[src/rtl/word6_fifo.sv]
// word6_fifo: 4-entry, 6-bit ready/valid FIFO with registered flags and a zeroed output when empty.
// Optional occupancy port is enabled with macro WORD6_FIFO_LEVEL_EN.
module word6_fifo #(
    parameter int WIDTH = 6,
    parameter int DEPTH = 4
) (
    input  logic             clk,
    input  logic             rst,
    input  logic [WIDTH-1:0] in,
    input  logic             in_valid,
    output logic             in_ready,
    output logic [WIDTH-1:0] out,
    output logic             out_valid,
    input  logic             out_ready
`ifdef WORD6_FIFO_LEVEL_EN
    ,
    output logic [2:0]       level
`endif
);

    logic [WIDTH-1:0] mem_q [DEPTH];
    logic [1:0]       wr_ptr_q, wr_ptr_d;
    logic [1:0]       rd_ptr_q, rd_ptr_d;
    logic [2:0]       count_q, count_d;
    logic             push, pop;

    // Flags come from the registered count only, so a pop never frees a slot in the same cycle.
    assign in_ready  = (count_q != 3'(DEPTH));
    assign out_valid = (count_q != 3'd0);
    assign out       = out_valid ? mem_q[rd_ptr_q] : '0;

`ifdef WORD6_FIFO_LEVEL_EN
    assign level = count_q;
`endif

    always_comb begin
        push     = in_valid && in_ready;
        pop      = out_valid && out_ready;
        wr_ptr_d = wr_ptr_q + 2'(push);
        rd_ptr_d = rd_ptr_q + 2'(pop);
        count_d  = count_q;
        if (push && !pop) begin
            count_d = count_q + 3'd1;
        end else if (pop && !push) begin
            count_d = count_q - 3'd1;
        end
    end

    always_ff @(posedge clk) begin
        if (rst) begin
            wr_ptr_q <= '0;
            rd_ptr_q <= '0;
            count_q  <= '0;
        end else begin
            wr_ptr_q <= wr_ptr_d;
            rd_ptr_q <= rd_ptr_d;
            count_q  <= count_d;
        end
    end

    // Storage is not reset; entries are only visible once count covers them.
    always_ff @(posedge clk) begin
        if (push && !rst) begin
            mem_q[wr_ptr_q] <= in;
        end
    end

endmodule

[config.mk]
export PLATFORM = sky130hd
export DESIGN_NAME = word6_fifo
export DESIGN_NICKNAME = d
export VERILOG_FILES = /design/src/rtl/word6_fifo.sv
export SDC_FILE = /design/constraint.sdc
export NUM_CORES = 1
export LEC_CHECK = 0
export BUFFER_PORTS_ARGS = -buffer_cell sky130_fd_sc_hd__buf_2
export CAP_MARGIN = 5
export CORE_MARGIN = 4
export CORE_UTILIZATION = 35
export DETAILED_ROUTE_END_ITERATION = 16
export PLACE_DENSITY = 0.59
export SLEW_MARGIN = 0
export SYNTH_ARGS = -nofsm -noshare
export SYNTH_HDL_FRONTEND = slang
export SYNTH_SLANG_ARGS = --single-unit
[constraint.sdc]
create_clock -name clk -period 2.7 [get_ports clk]
set_input_delay 0.405 -clock clk [delete_from_list [all_inputs] [get_ports clk]]
set_output_delay 0.405 -clock clk [all_outputs]
set_load 0.1 [all_outputs]
==> results of run 1 <==
## layout by cell type, fill, tap and decap left out, drive strengths merged
master	count
fa	1
clkbuf	6
edfxtp	24
nor2b	2
nor4b	2
ha	3
mux4	6
dfxtp	7
nor3	1
o21ai	1
buf	21
and2	6
clkinvlp	1
nor4	1
mux2i	1
nor2	4
clkinv	1
or3	2
xnor2	2
nand2	3
inv	3
a21oi	1
xor2	2
or3b	1
## area by class of cell
cell class / instances / area (um2)
flip-flops and latches: 31 / 861
repair buffers: 21 / 115
clock inverters: 2 / 12.5
multi-input cells: 39 / 374
inverters: 3 / 11.3
fillers: 328 / 1940
well taps: 46 / 57.6
clock buffers: 6 / 41.3
## state kept, by name, indices dropped and copies added, names as in the netlist
signal and flops:
count_q 3, wr_ptr_q 2, mem_q 24, rd_ptr_q 2
## worst paths after layout
kind	slack, ns	endpoint
min	0.29	mem_q[2][2]
max	0.33	out[2]
min reg2reg	0.51	count_q[2]
max reg2reg	0.41	count_q[2]
## metal layers
metal  routed length [um]  part of all wire
met4                   34             0.016
met2                 1070              0.51
met1                  886              0.42
met3                   98             0.047
met5                    0                 0
## stage by stage
stage               instances  cell area [um2]
global route              148             1470
finish                    148             1470
floorplan                  77             1270
global placement          140             1420
detailed placement        140             1420
CTS                       148             1470
## cells by family after synthesis
family | Yosys count | synth area share
DFF | 31 | 0.678
and+or+nand+nor | 22 | 0.0995
buffers and inverters | 7 | 0.0276
muxes | 7 | 0.114
xor gates and xnor gates | 4 | 0.0276
adders and majority gates | 4 | 0.0453
AOI/OAI and AO/OA | 2 | 0.00787
==> results.json, run 1 <==
{
  "drv_slew": 0,
  "worst_slew_pin_slew_ns": 0.488,
  "dr.pass1.iters": 4,
  "layout-drive-gt1-share": 0.343,
  "diodes": 0,
  "critPathRequiredTime_ns": 2.30,
  "hold_viol_final": 0,
  "yosysWarnings": 0,
  "final_core_util": 0.431,
  "yosysTopAreaCellShare": 0.567,
  "timing.fmax_mhz": 421,
  "grt_max_degree": 12,
  "io_buffer_count": 17,
  "numClockSinks": 31,
  "clock_path_buffers": 2,
  "start_kind": "flip-flop",
  "min_from": "in[2]",
  "synth_most_common_cell": "edfxtp_1",
  "slew-limit-headroom": 0.677,
  "syn-cell-area_um2": 1270,
  "ctsResizeCount": 0,
  "syn_nets": 91,
  "synthFlopType": "edfxtp_1",
  "antenna_found_initial": 0,
  "clk_latency_ns": 0.33,
  "ant_nets": 0,
  "setup_viol": 0,
  "grt_use_met2": 0.179,
  "min_path_type": "in -> reg",
  "routabilityCongestion": 0.696,
  "post-dp-hpwl_um": 1480,
  "drt-total-wl_um": 2090,
  "syn_avg_cell_area_um2": 16.5,
  "ys_types": 23,
  "yosys_register_bits": 31,
  "drt_iter0_markers": 16,
  "cp-end-kind": "output port",
  "wl_per_cell_um": 14.1,
  "rsz0062_at_grt": "no",
  "crit_start": "rd_ptr_q[0]",
  "status": "finished, final reports clean",
  "clock-skew-final_ns": 0.00618,
  "die-width_um": 68.2,
  "drv_cap": 0,
  "io_pins": 18,
  "clk_pin_slew_ns": 0.10,
  "htreeDepth": 2,
  "dp_worst_setup_slack_ns": 0.421,
  "slowest_delay_ns": 0.62,
  "ys_async_sr_fraction": 0,
  "post-route-period-util": 0.880,
  "hold_depth": 1,
  "cts.root.buffer_cell": "clkbuf_4",
  "synthTopCellsByArea": "edfxtp_1 57%, dfxtp_1 11%, mux4_2 11%, and2_1 3.0%, ha_1 3.0%",
  "start_util": 0.372,
  "cp_top_family": "flip-flops",
  "use_met3": 0.0493,
  "via_per_inst": 4.64,
  "cts_tree": "yes",
  "grt_pass1_wl_um": 3520,
  "area_growth_syn_to_layout_pct": 16.0,
  "syn_inst": 77,
  "worst-r2r-cell-count": 8,
  "fin_crit_ns": 2.37,
  "crit_chain": "mux4_2 > and2_1 > buf_2",
  "grt_most_used_layer": "met2",
  "rows": 21,
  "gr-usage-met1": 0.126,
  "core-area_um2": 3420,
  "path_buf_inv": 1,
  "ys_top_cells_by_count": "24 x edfxtp_1, 7 x dfxtp_1, 6 x and2_1, 6 x mux4_2, 4 x nor2_1",
  "fin_setup_tns_ns": 0,
  "postCtsSetupBuffers": 0,
  "first_global_vias": 740,
  "grt_use_total": 0.113,
  "postCtsHoldBufs": 0,
  "path_depth": 3,
  "die_h_um": 68.2,
  "cts_buffers": 5,
  "critical_path_arrival_ns": 1.97,
  "grt.overflow.total": 0,
  "yosysSeqAreaShare": 0.678,
  "die-area_um2": 4660,
  "worst_slack_ns": 0.325,
  "r2r-start": "count_q[0]",
  "num-nets-final": 115,
  "critical_path_class": "reg -> out",
  "dr_total_vias": 686,
  "synth_edf_count": 24,
  "drc": 0,
  "whs_ns": 0.288,
  "slowest_stage": "dfxtp_1",
  "yosysTopAreaCell": "edfxtp_1",
  "cp_max_fo": 7
}
Power of run 1 is not shown: default switching activity piles up to over one toggle a cycle in this logic, so the estimate is an artifact.
==> run 2, diff against run 1 <==
--- a/config.mk
+++ b/config.mk
@@ -5,7 +5,7 @@
 export SDC_FILE = /design/constraint.sdc
 export NUM_CORES = 1
 export LEC_CHECK = 0
-export BUFFER_PORTS_ARGS = -buffer_cell sky130_fd_sc_hd__buf_2
+export BUFFER_PORTS_ARGS = -buffer_cell sky130_fd_sc_hd__buf_4
 export CAP_MARGIN = 5
 export CORE_MARGIN = 4
 export CORE_UTILIZATION = 35
==> results.json, run 2 (synthesized netlist as in run 1, its figures left out) <==
{
  "setup_viol": 0,
  "diodes": 0,
  "crit_chain": "or3_1 > nand2_1 > ha_1 > inv_1 > fa_1 > xor2_1 > or3_1 > a21oi_1",
  "drv_slew": 0,
  "antenna_found_initial": 0,
  "wl_met3_um": 77,
  "final_core_util": 0.442,
  "core-area_um2": 3420,
  "ctsResizeCount": 0,
  "layout-drive-gt1-share": 0.333,
  "grt.overflow.total": 0,
  "cp_max_fo": 8,
  "clock_path_buffers": 2,
  "routabilityCongestion": 0.685,
  "r2r-start": "count_q[0]",
  "clk_latency_ns": 0.32,
  "cts.root.buffer_cell": "clkbuf_4",
  "area_growth_syn_to_layout_pct": 19.0,
  "hold_viol_final": 0,
  "cts_buffers": 5,
  "drv_cap": 0,
  "multi_input_area_um2": 374,
  "dr.pass1.iters": 4,
  "r2r_slack_ns": 0.41,
  "postCtsHoldBufs": 0,
  "htreeDepth": 2,
  "top_layer": "met4",
  "io_buffer_count": 17,
  "worst_slew_pin_slew_ns": 0.432,
  "clk_pin_slew_ns": 0.09,
  "timing.fmax_mhz": 437,
  "top_register": "mem_q",
  "layout_commonest_cell": "edfxtp_1",
  "drt-total-wl_um": 2100,
  "grt_pass1_wl_um": 3540,
  "mostFrequentLayoutCells": "24 x edfxtp_1, 21 x buf_4, 7 x dfxtp_1",
  "cp-end-kind": "flip-flop",
  "critPathRequiredTime_ns": 2.96,
  "num-nets-final": 115,
  "critical_path_arrival_ns": 2.55,
  "die-width_um": 68.2,
  "via_per_inst": 4.64,
  "ant_nets": 0,
  "post-dp-hpwl_um": 1490,
  "largest_reg_flops": 24,
  "wl_met2_um": 1120,
  "die_h_um": 68.2,
  "drt_iter0_markers": 15,
  "slew-limit-headroom": 0.712,
  "cp_common_cell": "or3_1",
  "critical_path_class": "reg -> reg",
  "grt_max_degree": 12,
  "rsz0062_at_grt": "no",
  "die-area_um2": 4660,
  "crit_start": "count_q[0]",
  "numClockSinks": 31,
  "status": "finished, final reports clean",
  "first_global_vias": 754,
  "fin_setup_tns_ns": 0,
  "min_from": "in[2]",
  "start_util": 0.372,
  "clock-skew-final_ns": 0.00617,
  "fillers": 327,
  "postCtsSetupBuffers": 0,
  "dr_total_vias": 686,
  "top_regs": "mem_q x24, count_q x3",
  "drc": 0,
  "slowest_delay_ns": 0.51,
  "rows": 21,
  "grt_use_total": 0.114,
  "min_path_type": "in -> reg",
  "cts_tree": "yes",
  "seqCellArea_um2": 861,
  "wl_met1_um": 863,
  "worst-r2r-cell-count": 8,
  "start_kind": "flip-flop",
  "slowest_stage": "or3_1",
  "io_pins": 18,
  "post-route-period-util": 0.848,
  "fin_crit_ns": 2.29,
  "hold_depth": 1,
  "wl_per_cell_um": 14.2
}
[run 2: changes by cell type in the layout (fill, tap and decap cells not counted)]
cell | before | now
buf_2 | 17 | 0
clkinvlp_4 | 1 | 0
buf_4 | 4 | 21
clkbuf_1 | 1 | 2
[run 2: final timing paths]
path                      end
setup / recovery   count_q[2]
setup reg to reg   count_q[2]
hold / removal    mem_q[1][2]
hold reg to reg    count_q[2]
[run 2: metal layers]
| metal | track usage | vias to the layer above |
|---|---|---|
| met1 | 0.125 | 333 |
| met5 | 0 | - |
| li1 | - | 332 |
| met4 | 0.0670 | 0 |
| met2 | 0.185 | 16 |
| met3 | 0.0443 | 5 |
[run 2: worst max-delay path: cells and delay by family, from the launching register on]
kind	cells	cell delay, ns
AO/OA/AOI/OAI	1	0.14
flip-flops	1	0.35
XOR/XNOR	1	0.16
buffers and inverters	1	0.06
AND/OR/NAND/NOR	3	0.95
adder cells (fa/ha/maj)	2	0.57
[run 2: area by class of cell]
cell class,instances,area share
inverter,3,0.00745
tap,46,0.0381
multi-input combinational,39,0.248
sequential,31,0.570
clock buffer,7,0.0298
clock inverter,1,0.00331
timing repair buffer,21,0.104
[run 2: per-stage QoR]
stage          cells  instance area [um2]  setup slack [ns]  hold slack, ns
2_1_floorplan     77                 1270             0.172           0.462
3_3_place_gp     140                 1460             0.486           0.488
3_5_place_dp     140                 1460             0.373           0.493
4_1_cts          148                 1510             0.342           0.263
5_1_grt          148                 1510             0.222           0.245
6_report         148                 1510             0.412           0.280
Power of run 2 is left out for the same reason.
==> run 3, diff against run 2 <==
--- a/config.mk
+++ b/config.mk
@@ -5,6 +5,7 @@
 export SDC_FILE = /design/constraint.sdc
 export NUM_CORES = 1
 export LEC_CHECK = 0
+export ABC_AREA = 1
 export BUFFER_PORTS_ARGS = -buffer_cell sky130_fd_sc_hd__buf_4
 export CAP_MARGIN = 5
 export CORE_MARGIN = 4
==> constraint.sdc (replaced) <==
create_clock -name clk -period 2.4 [get_ports clk]
set_input_delay 0.36 -clock clk [delete_from_list [all_inputs] [get_ports clk]]
set_output_delay 0.36 -clock clk [all_outputs]
set_load 0.1 [all_outputs]
==> results.json, run 3 <==
{
  "grt_pass1_wl_um": 4490,
  "postCtsSetupBuffers": 0,
  "yosysTopAreaCellShare": 0.523,
  "r2r_slack_ns": 0.45,
  "die-width_um": 70.7,
  "postCtsHoldBufs": 0,
  "syn_avg_cell_area_um2": 10.8,
  "cp_max_fo": 14,
  "core-area_um2": 3740,
  "clock-skew-final_ns": 0.00490,
  "fin_setup_tns_ns": 0,
  "top_register": "mem_q",
  "drc": 0,
  "drt_iter0_markers": 94,
  "drt-total-wl_um": 2610,
  "first_global_vias": 925,
  "hold_viol_final": 0,
  "layout-drive-gt1-share": 0.303,
  "area_growth_syn_to_layout_pct": 21.1,
  "ant_nets": 0,
  "mostFrequentLayoutCells": "29 x nand2_1, 24 x edfxtp_1, 22 x buf_4",
  "grt.overflow.total": 0,
  "rr_endpoint": "count_q[2]",
  "min_from": "in[1]",
  "slew-limit-headroom": 0.623,
  "post-dp-hpwl_um": 1940,
  "clk_pin_slew_ns": 0.06,
  "syn_nets": 142,
  "num-nets-final": 168,
  "ys_types": 23,
  "die-area_um2": 5000,
  "grt_max_degree": 15,
  "critPathRequiredTime_ns": 2.04,
  "timing.fmax_mhz": 472,
  "rsz0062_at_grt": "no",
  "via_per_inst": 4.64,
  "numClockSinks": 31,
  "placed_cell_area_um2": 1590,
  "rows": 22,
  "min_path_type": "in -> reg",
  "worst-r2r-cell-count": 11,
  "grt_use_total": 0.118,
  "synthFlopType": "edfxtp_1",
  "dp_cells": 195,
  "hold_depth": 1,
  "layout_commonest_cell": "nand2_1",
  "yosysWarnings": 0,
  "r2r-start": "count_q[0]",
  "status": "finished, final reports clean",
  "setup_viol": 0,
  "cp-end-kind": "output port",
  "ctsResizeCount": 0,
  "start_util": 0.368,
  "critical_path_arrival_ns": 1.76,
  "clock_path_buffers": 2,
  "antenna_found_initial": 0,
  "syn_inst": 128,
  "cts.root.buffer_cell": "clkbuf_8",
  "dr.pass1.iters": 4,
  "top_regs": "mem_q x24, count_q x3",
  "cts_buffers": 5,
  "ys_async_sr_fraction": 0,
  "drv_cap": 0,
  "yosysSeqAreaShare": 0.625,
  "cts_tree": "yes",
  "worst_slew_pin_slew_ns": 0.565,
  "seqCellArea_um2": 861,
  "yosysTopAreaCell": "edfxtp_1",
  "post-route-period-util": 0.882,
  "yosys_register_bits": 31,
  "diodes": 0,
  "largest_reg_flops": 24,
  "multi_input_area_um2": 448,
  "dp_worst_setup_slack_ns": 0.466,
  "synth_most_common_cell": "nand2_1",
  "worst_slack_ns": 0.282,
  "synth_edf_count": 24,
  "htreeDepth": 2,
  "fillers": 369,
  "io_buffer_count": 17,
  "drv_slew": 0,
  "design_area_um2": 1670,
  "hold_end": "mem_q[0][1]",
  "clk_latency_ns": 0.28,
  "die_h_um": 70.7,
  "fin_cells": 203,
  "dr_total_vias": 941,
  "io_pins": 18,
  "ys_top_cells_by_count": "29 x nand2_1, 24 x edfxtp_1, 12 x inv_1, 12 x nor2_1, 8 x nor2_2",
  "syn-cell-area_um2": 1380,
  "synthTopCellsByArea": "edfxtp_1 52%, dfxtp_1 10%, nand2_1 7.9%, nor2_2 3.6%, inv_1 3.3%",
  "fin_crit_ns": 2.12,
  "routabilityCongestion": 0.722,
  "start_kind": "flip-flop",
  "wl_per_cell_um": 12.9,
  "critical_path_class": "reg -> out"
}
==> run 3: layout make-up <==
type / instances / share of cell area
Inverter: 14 / 0.0315
Clock buffer: 7 / 0.0458
Clock inverter: 1 / 0.00300
Multi-Input combinational cell: 80 / 0.269
Tap cell: 48 / 0.0360
Sequential cell: 31 / 0.516
Timing Repair Buffer: 22 / 0.0990
==> run 3: worst max-delay path by stage <==
stage               cells past startpoint         from          to
finish                                  4  rd_ptr_q[0]      out[0]
global route                            4  rd_ptr_q[0]      out[0]
CTS                                     4  rd_ptr_q[0]      out[5]
detailed placement                     11   count_q[0]  count_q[2]
global placement                       11   count_q[0]  count_q[2]
floorplan                              12   count_q[0]  count_q[2]
==> run 3: logic make-up after synthesis <==
logic type                 Yosys count  synth area share
xor gates and xnor gates             2            0.0127
and+or+nand+nor                     58             0.194
DFF                                 31             0.625
adders and majority gates            4            0.0418
buffers and inverters               17            0.0663
AOI/OAI and AO/OA                   16            0.0599
==> run 3: critical path, stage by stage (launching register included) <==
cell     delay, ns
dfxtp_1       0.68
inv_2         0.23
o21ai_0       0.26
a21oi_2       0.07
buf_4         0.23
==> run 3: layer usage <==
metal  share of wire  routed length (um)  track usage
met3           0.047                 123       0.0483
met1            0.43                1140        0.145
met2            0.48                1260        0.170
met4           0.034                  89       0.0772
met5               0                   0            0
==> run 3: metrics by stage <==
step | utilization | hold slack, ns
3_5_place_dp | 0.424 | 0.521
2_1_floorplan | - | 0.431
4_1_cts | 0.446 | 0.265
6_report | 0.446 | 0.274
5_1_grt | 0.446 | 0.264
3_3_place_gp | 0.424 | 0.509
Power of run 3 is left out for the same reason.
